[src/rtl/ticket_pay_ctrl.sv]
// Ticket seller payment front-end: latches the price, accumulates coins, and sequences confirm/cancel.
// Defining TICKET_TIMEOUT_EN adds a PAY idle timeout that behaves like cancel.
module ticket_pay_ctrl #(
    parameter logic [3:0] PRICE0         = 4'd2,
    parameter logic [3:0] PRICE1         = 4'd3,
    parameter logic [3:0] PRICE2         = 4'd5,
    parameter logic [3:0] PRICE3         = 4'd7,
    parameter int         HOLD_CYCLES    = 4,
    parameter int         TIMEOUT_CYCLES = 1000
) (
    input  logic       clk,
    input  logic       rst,
    input  logic       sel_valid,
    input  logic [1:0] price_sel,
    input  logic       coin1,
    input  logic       coin5,
    input  logic       confirm,
    input  logic       cancel,
    output logic [3:0] paid,
    output logic [3:0] price,
    output logic       enough,
    output logic       change_valid,
    output logic       ticket_out,
    output logic       refund,
    output logic       coin_reject,
    output logic       busy
);
    localparam int HOLD_W = $clog2(HOLD_CYCLES + 1);
    localparam logic [HOLD_W-1:0] HOLD_LOAD = HOLD_W'(HOLD_CYCLES);

    if (HOLD_CYCLES < 1) begin : g_bad_hold
        $error("HOLD_CYCLES must be at least 1");
    end
    if (TIMEOUT_CYCLES < 2) begin : g_bad_timeout
        $error("TIMEOUT_CYCLES must be at least 2");
    end

    typedef enum logic [1:0] {
        IDLE     = 2'd0,
        PAY      = 2'd1,
        DISPENSE = 2'd2,
        REFUND   = 2'd3
    } state_t;

    state_t            state_q, state_d;
    logic [3:0]        paid_q, paid_d;
    logic [3:0]        price_q, price_d;
    logic              change_valid_q, change_valid_d;
    logic              ticket_out_q, ticket_out_d;
    logic              refund_q, refund_d;
    logic              coin_reject_q, coin_reject_d;
    logic              coin1_prev_q, coin5_prev_q;
    logic [HOLD_W-1:0] hold_cnt_q, hold_cnt_d;

    logic       rise1, rise5, coin_any;
    logic [4:0] add5, sum5;
    logic [3:0] price_lookup;
    logic       timeout_hit;

    assign rise1    = coin1 & ~coin1_prev_q;
    assign rise5    = coin5 & ~coin5_prev_q;
    assign coin_any = rise1 | rise5;
    // Sum kept at 5 bits so an overflowing coin can be detected and rejected whole.
    assign add5     = (rise5 ? 5'd5 : 5'd0) + {4'd0, rise1};
    assign sum5     = {1'b0, paid_q} + add5;

    always_comb begin
        price_lookup = PRICE0;
        case (price_sel)
            2'd0:    price_lookup = PRICE0;
            2'd1:    price_lookup = PRICE1;
            2'd2:    price_lookup = PRICE2;
            default: price_lookup = PRICE3;
        endcase
    end

    always_comb begin
        state_d        = state_q;
        paid_d         = paid_q;
        price_d        = price_q;
        change_valid_d = change_valid_q;
        ticket_out_d   = ticket_out_q;
        refund_d       = refund_q;
        coin_reject_d  = 1'b0;
        hold_cnt_d     = hold_cnt_q;
        case (state_q)
            IDLE: begin
                coin_reject_d = coin_any;
                if (sel_valid) begin
                    price_d = price_lookup;
                    paid_d  = 4'd0;
                    state_d = PAY;
                end
            end
            PAY: begin
                if (cancel || timeout_hit) begin
                    coin_reject_d = coin_any;
                    if (paid_q == 4'd0) begin
                        price_d = 4'd0;
                        state_d = IDLE;
                    end else begin
                        refund_d   = 1'b1;
                        hold_cnt_d = HOLD_LOAD;
                        state_d    = REFUND;
                    end
                end else if (confirm && (paid_q >= price_q)) begin
                    coin_reject_d  = coin_any;
                    change_valid_d = 1'b1;
                    ticket_out_d   = 1'b1;
                    hold_cnt_d     = HOLD_LOAD;
                    state_d        = DISPENSE;
                end else begin
                    if (sel_valid) begin
                        price_d = price_lookup;
                    end
                    if (coin_any) begin
                        if (sum5 > 5'd15) begin
                            coin_reject_d = 1'b1;
                        end else begin
                            paid_d = sum5[3:0];
                        end
                    end
                end
            end
            DISPENSE, REFUND: begin
                coin_reject_d = coin_any;
                if (hold_cnt_q <= HOLD_W'(1)) begin
                    paid_d         = 4'd0;
                    price_d        = 4'd0;
                    change_valid_d = 1'b0;
                    ticket_out_d   = 1'b0;
                    refund_d       = 1'b0;
                    hold_cnt_d     = '0;
                    state_d        = IDLE;
                end else begin
                    hold_cnt_d = hold_cnt_q - HOLD_W'(1);
                end
            end
            default: state_d = IDLE;
        endcase
    end

`ifdef TICKET_TIMEOUT_EN
    localparam int TO_W = $clog2(TIMEOUT_CYCLES);
    logic [TO_W-1:0] to_cnt_q, to_cnt_d;

    assign timeout_hit = (state_q == PAY) && (to_cnt_q == TO_W'(TIMEOUT_CYCLES - 1));

    // Any accepted coin changes paid, so paid_d != paid_q marks activity.
    always_comb begin
        to_cnt_d = '0;
        if ((state_q == PAY) && (state_d == PAY) && !sel_valid && (paid_d == paid_q)) begin
            to_cnt_d = to_cnt_q + TO_W'(1);
        end
    end

    always_ff @(posedge clk or posedge rst) begin
        if (rst) begin
            to_cnt_q <= '0;
        end else begin
            to_cnt_q <= to_cnt_d;
        end
    end
`else
    assign timeout_hit = 1'b0;
`endif

    always_ff @(posedge clk or posedge rst) begin
        if (rst) begin
            state_q        <= IDLE;
            paid_q         <= 4'd0;
            price_q        <= 4'd0;
            change_valid_q <= 1'b0;
            ticket_out_q   <= 1'b0;
            refund_q       <= 1'b0;
            coin_reject_q  <= 1'b0;
            coin1_prev_q   <= 1'b0;
            coin5_prev_q   <= 1'b0;
            hold_cnt_q     <= '0;
        end else begin
            state_q        <= state_d;
            paid_q         <= paid_d;
            price_q        <= price_d;
            change_valid_q <= change_valid_d;
            ticket_out_q   <= ticket_out_d;
            refund_q       <= refund_d;
            coin_reject_q  <= coin_reject_d;
            coin1_prev_q   <= coin1;
            coin5_prev_q   <= coin5;
            hold_cnt_q     <= hold_cnt_d;
        end
    end

    assign paid         = paid_q;
    assign price        = price_q;
    assign change_valid = change_valid_q;
    assign ticket_out   = ticket_out_q;
    assign refund       = refund_q;
    assign coin_reject  = coin_reject_q;
    assign busy         = (state_q != IDLE);
    assign enough       = (state_q == PAY) && (paid_q >= price_q);

endmodule

[config.mk]
export PLATFORM = sky130hd
export DESIGN_NAME = ticket_pay_ctrl
export DESIGN_NICKNAME = d
export VERILOG_FILES = /design/src/rtl/ticket_pay_ctrl.sv
export SDC_FILE = /design/constraint.sdc
export NUM_CORES = 1
export LEC_CHECK = 0
export BUFFER_PORTS_ARGS = -buffer_cell sky130_fd_sc_hd__buf_2
export CAP_MARGIN = 10
export CORE_ASPECT_RATIO = 1.4
export CORE_MARGIN = 2
export CORE_UTILIZATION = 30
export CTS_CLUSTER_DIAMETER = 50
export DETAILED_ROUTE_END_ITERATION = 7
export PLACE_DENSITY = 0.53
export SYNTH_ARGS = -nofsm -noshare
export SYNTH_HDL_FRONTEND = slang
export SYNTH_SLANG_ARGS = --single-unit
[constraint.sdc]
create_clock -name clk -period 2.8 [get_ports clk]
set_input_delay 0.84 -clock clk [delete_from_list [all_inputs] [get_ports clk]]
set_output_delay 0.84 -clock clk [all_outputs]
set_load 0.02 [all_outputs]
==> results.json <==
{
  "switching_share": 0.444,
  "overflow": 0,
  "crit_chain": "inv_1, ha_1, nand2b_4, a2111oi_4, nor3_1, buf_2",
  "finalSetupViolCount": 0,
  "path_class": "reg -> out",
  "final_antenna_net_count": 0,
  "fin_crit_ps": 2610,
  "dp_cells": 192,
  "clkTransAtPathRegs_ps": 70,
  "synth_area_per_cell_um2": 9.82,
  "synth_top_area_share": 0.373,
  "fin_cells": 196,
  "synth_largest_area_cell": "dfrtp_1",
  "fin_crit_sh": 0.933,
  "io_pins": 23,
  "hold_viol_final": 0,
  "die_h_um": 79.1,
  "routed_wire_length_per_instance_um": 15.0,
  "first_pass_iters": 4,
  "switchingPower_mw": 0.679,
  "max_slew_margin": 0.541,
  "max_stage_delay_ps": 370,
  "dp_slack_ps": -54.7,
  "numPortBuffers": 22,
  "grt_pass1_wl_mm": 5.01,
  "drtIter0Drc": 10,
  "cts_hold_buf": 0,
  "grt_use_total": 0.142,
  "cts_tree": "yes",
  "crit_path_top_delay_cell": "dfrtp_1",
  "cts_sinks": 18,
  "cp-startpoint": "paid[0]",
  "rr_startpoint": "paid[0]",
  "rows": 27,
  "p_comb_frac": 0.577,
  "die_width_um": 57.6,
  "cp-start-kind": "register",
  "insertedDiodeCount": 0,
  "critPathRequiredTime_ps": 1960,
  "status": "complete, no violations",
  "syn-cell-area_um2": 1210,
  "drv_slew": 0,
  "hp-class": "reg -> reg",
  "end_kind": "primary output",
  "top_usage_layer": "met2",
  "worst_slew_pin_slew_ps": 687,
  "crit_fanout": 2,
  "synthCells": 123,
  "async_flop_share": 1.00,
  "dpl.hpwl_mm": 2.36,
  "cap_violations": 0,
  "die_area_um2": 4560,
  "start_util": 0.311,
  "antenna_found_initial": 0,
  "layout.nets": 171,
  "ys_seq_area_frac": 0.373,
  "cts_setup_buffers": 0,
  "ys_ff_latch": 18,
  "cellInternalPower_mw": 0.849,
  "wl_mm": 2.94,
  "holdCritStartpoint": "refund",
  "synth-main-ff-cell": "dfrtp_1",
  "peakVddDrop_mv": 0.642,
  "max_freq_mhz": 383,
  "worstSkewPairLatency_ps": 250,
  "fp.coreArea_um2": 3880,
  "cts_root_buf": "clkbuf_8",
  "rsz0062_at_grt": "false",
  "gp_congestion": 0.833,
  "p_per_area_nw_per_um2": 1040,
  "setup_slack_ps": 188,
  "use_met1": 0.165,
  "cts_buffers": 3,
  "cts-resized-gates": 0,
  "fin_tns_setup_ps": 0,
  "use_met2": 0.257,
  "yosys_warnings": 0,
  "grt_start_max_net_pins": 19,
  "p_seq_frac": 0.283,
  "syn-num-nets": 140,
  "route.vias.total": 1042,
  "yosys-top-cells-area": "dfrtp_1 (37%), ha_1 (7.3%), inv_1 (4.0%), o21a_1 (3.7%), nor2b_1 (3.1%)",
  "groute.layer.met3.usage": 0.0163,
  "worstPathArrival_ps": 1770,
  "synth_enable_flop_cells": 0,
  "syn_to_final_growth_pct": 21.5,
  "p_leak_nw": 0.710,
  "h-tree-depth": 1,
  "cts_buffer_depth": 2,
  "clkPwrFrac": 0.140,
  "yosys.cell_types.count": 49,
  "grt_pass1_vias": 1056,
  "drc_errors": 0,
  "skew_ps": 2.98,
  "viasPerCell": 5.32,
  "drive_gt1_frac": 0.268
}
-- cell usage after synthesis (2+ instances only) --
| library cell | instances |
|---|---|
| o21ai_0 | 4 |
| nor2_1 | 4 |
| a21o_1 | 2 |
| nor3_1 | 2 |
| inv_1 | 13 |
| o21a_1 | 6 |
| nand2b_1 | 3 |
| clkbuf_1 | 2 |
| or3_1 | 2 |
| mux2i_1 | 3 |
| ha_1 | 7 |
| dfrtp_1 | 18 |
| nand2_1 | 9 |
| nand3b_1 | 2 |
| o211ai_1 | 2 |
| nor2b_1 | 6 |
| a31oi_1 | 3 |
| o32ai_1 | 2 |
| a22oi_1 | 2 |
| o41ai_1 | 2 |
-- flip-flops by register name, summed over array words and instances, names as in the netlist --
| signal | flops |
|---|---|
| paid | 4 |
| price | 4 |
| hold_cnt_q | 3 |
| state_q | 2 |
| coin1_prev_q | 1 |
| coin5_prev_q | 1 |
| coin_reject | 1 |
| refund | 1 |
| ticket_out | 1 |
-- layout make-up --
type,count,area (um2)
inverter,13,48.8
timing repair buffer,30,170
clock buffer,4,55.1
fill,382,2420
sequential,18,450
tap,43,53.8
multi-input combinational,88,688
-- layer usage --
layer,up-vias,share of wire
li1,511,-
met2,10,0.54
met5,-,0
met4,0,0.019
met3,4,0.013
met1,517,0.43
-- cell families after synthesis --
group / share of synthesized area
multiplexers: 0.0249
flip-flops: 0.373
AND/OR/NAND/NOR: 0.181
buffers and inverters: 0.0570
AO/OA/AOI/OAI: 0.266
adder cells (fa/ha/maj): 0.0974
-- final timing paths --
path,slack [ps],endpoint,cells past startpoint
min in group asynchronous,680,price[1],2
hold reg to reg,490,refund,1
max in group asynchronous,1680,coin_reject,2
hold / removal,490,refund,1
setup / recovery,190,enough,6
setup reg to reg,520,price[1],8
-- power by group through the flow --
stage	Sequential (mW)	Clock, mW	Combinational, mW
final	0.433	0.214	0.881
after CTS	0.434	0.226	0.891
after detailed placement	0.439	0	0.887
after global routing	0.446	0.235	0.975
after global placement	0.434	0	0.870
after floorplan	0.481	0	0.579
-- metrics by stage --
stage / util / hold slack [ps] / power [mW] / cell area [um2]
after global routing: 0.377 / 512 / 1.66 / 1470
after floorplan: - / 531 / 1.06 / 1210
after detailed placement: 0.363 / 479 / 1.33 / 1410
after global placement: 0.363 / 475 / 1.30 / 1410
final: 0.377 / 493 / 1.53 / 1470
after CTS: 0.377 / 496 / 1.55 / 1470
-- critical path, delay by kind of cell, from the launching register on --
family / cells / cell delay (ps)
AO/OA/AOI/OAI: 1 / 360
adder cells (fa/ha/maj): 1 / 250
buffers and inverters: 2 / 300
AND/OR/NAND/NOR: 2 / 230
flip-flops: 1 / 370
-- cell usage in the layout, fill, tap and decap left out, types with 3 or more instances in the layout --
cell	n
buf_4	8
clkbuf_8	4
o21a_1	6
nand2b_1	3
nand2_1	9
a31oi_1	3
buf_2	22
o21ai_0	4
dfrtp_1	18
ha_1	7
nor2_1	4
nor2b_1	6
inv_1	13
mux2i_1	3
No activity file was read; power rests on OpenSTA's default activity.
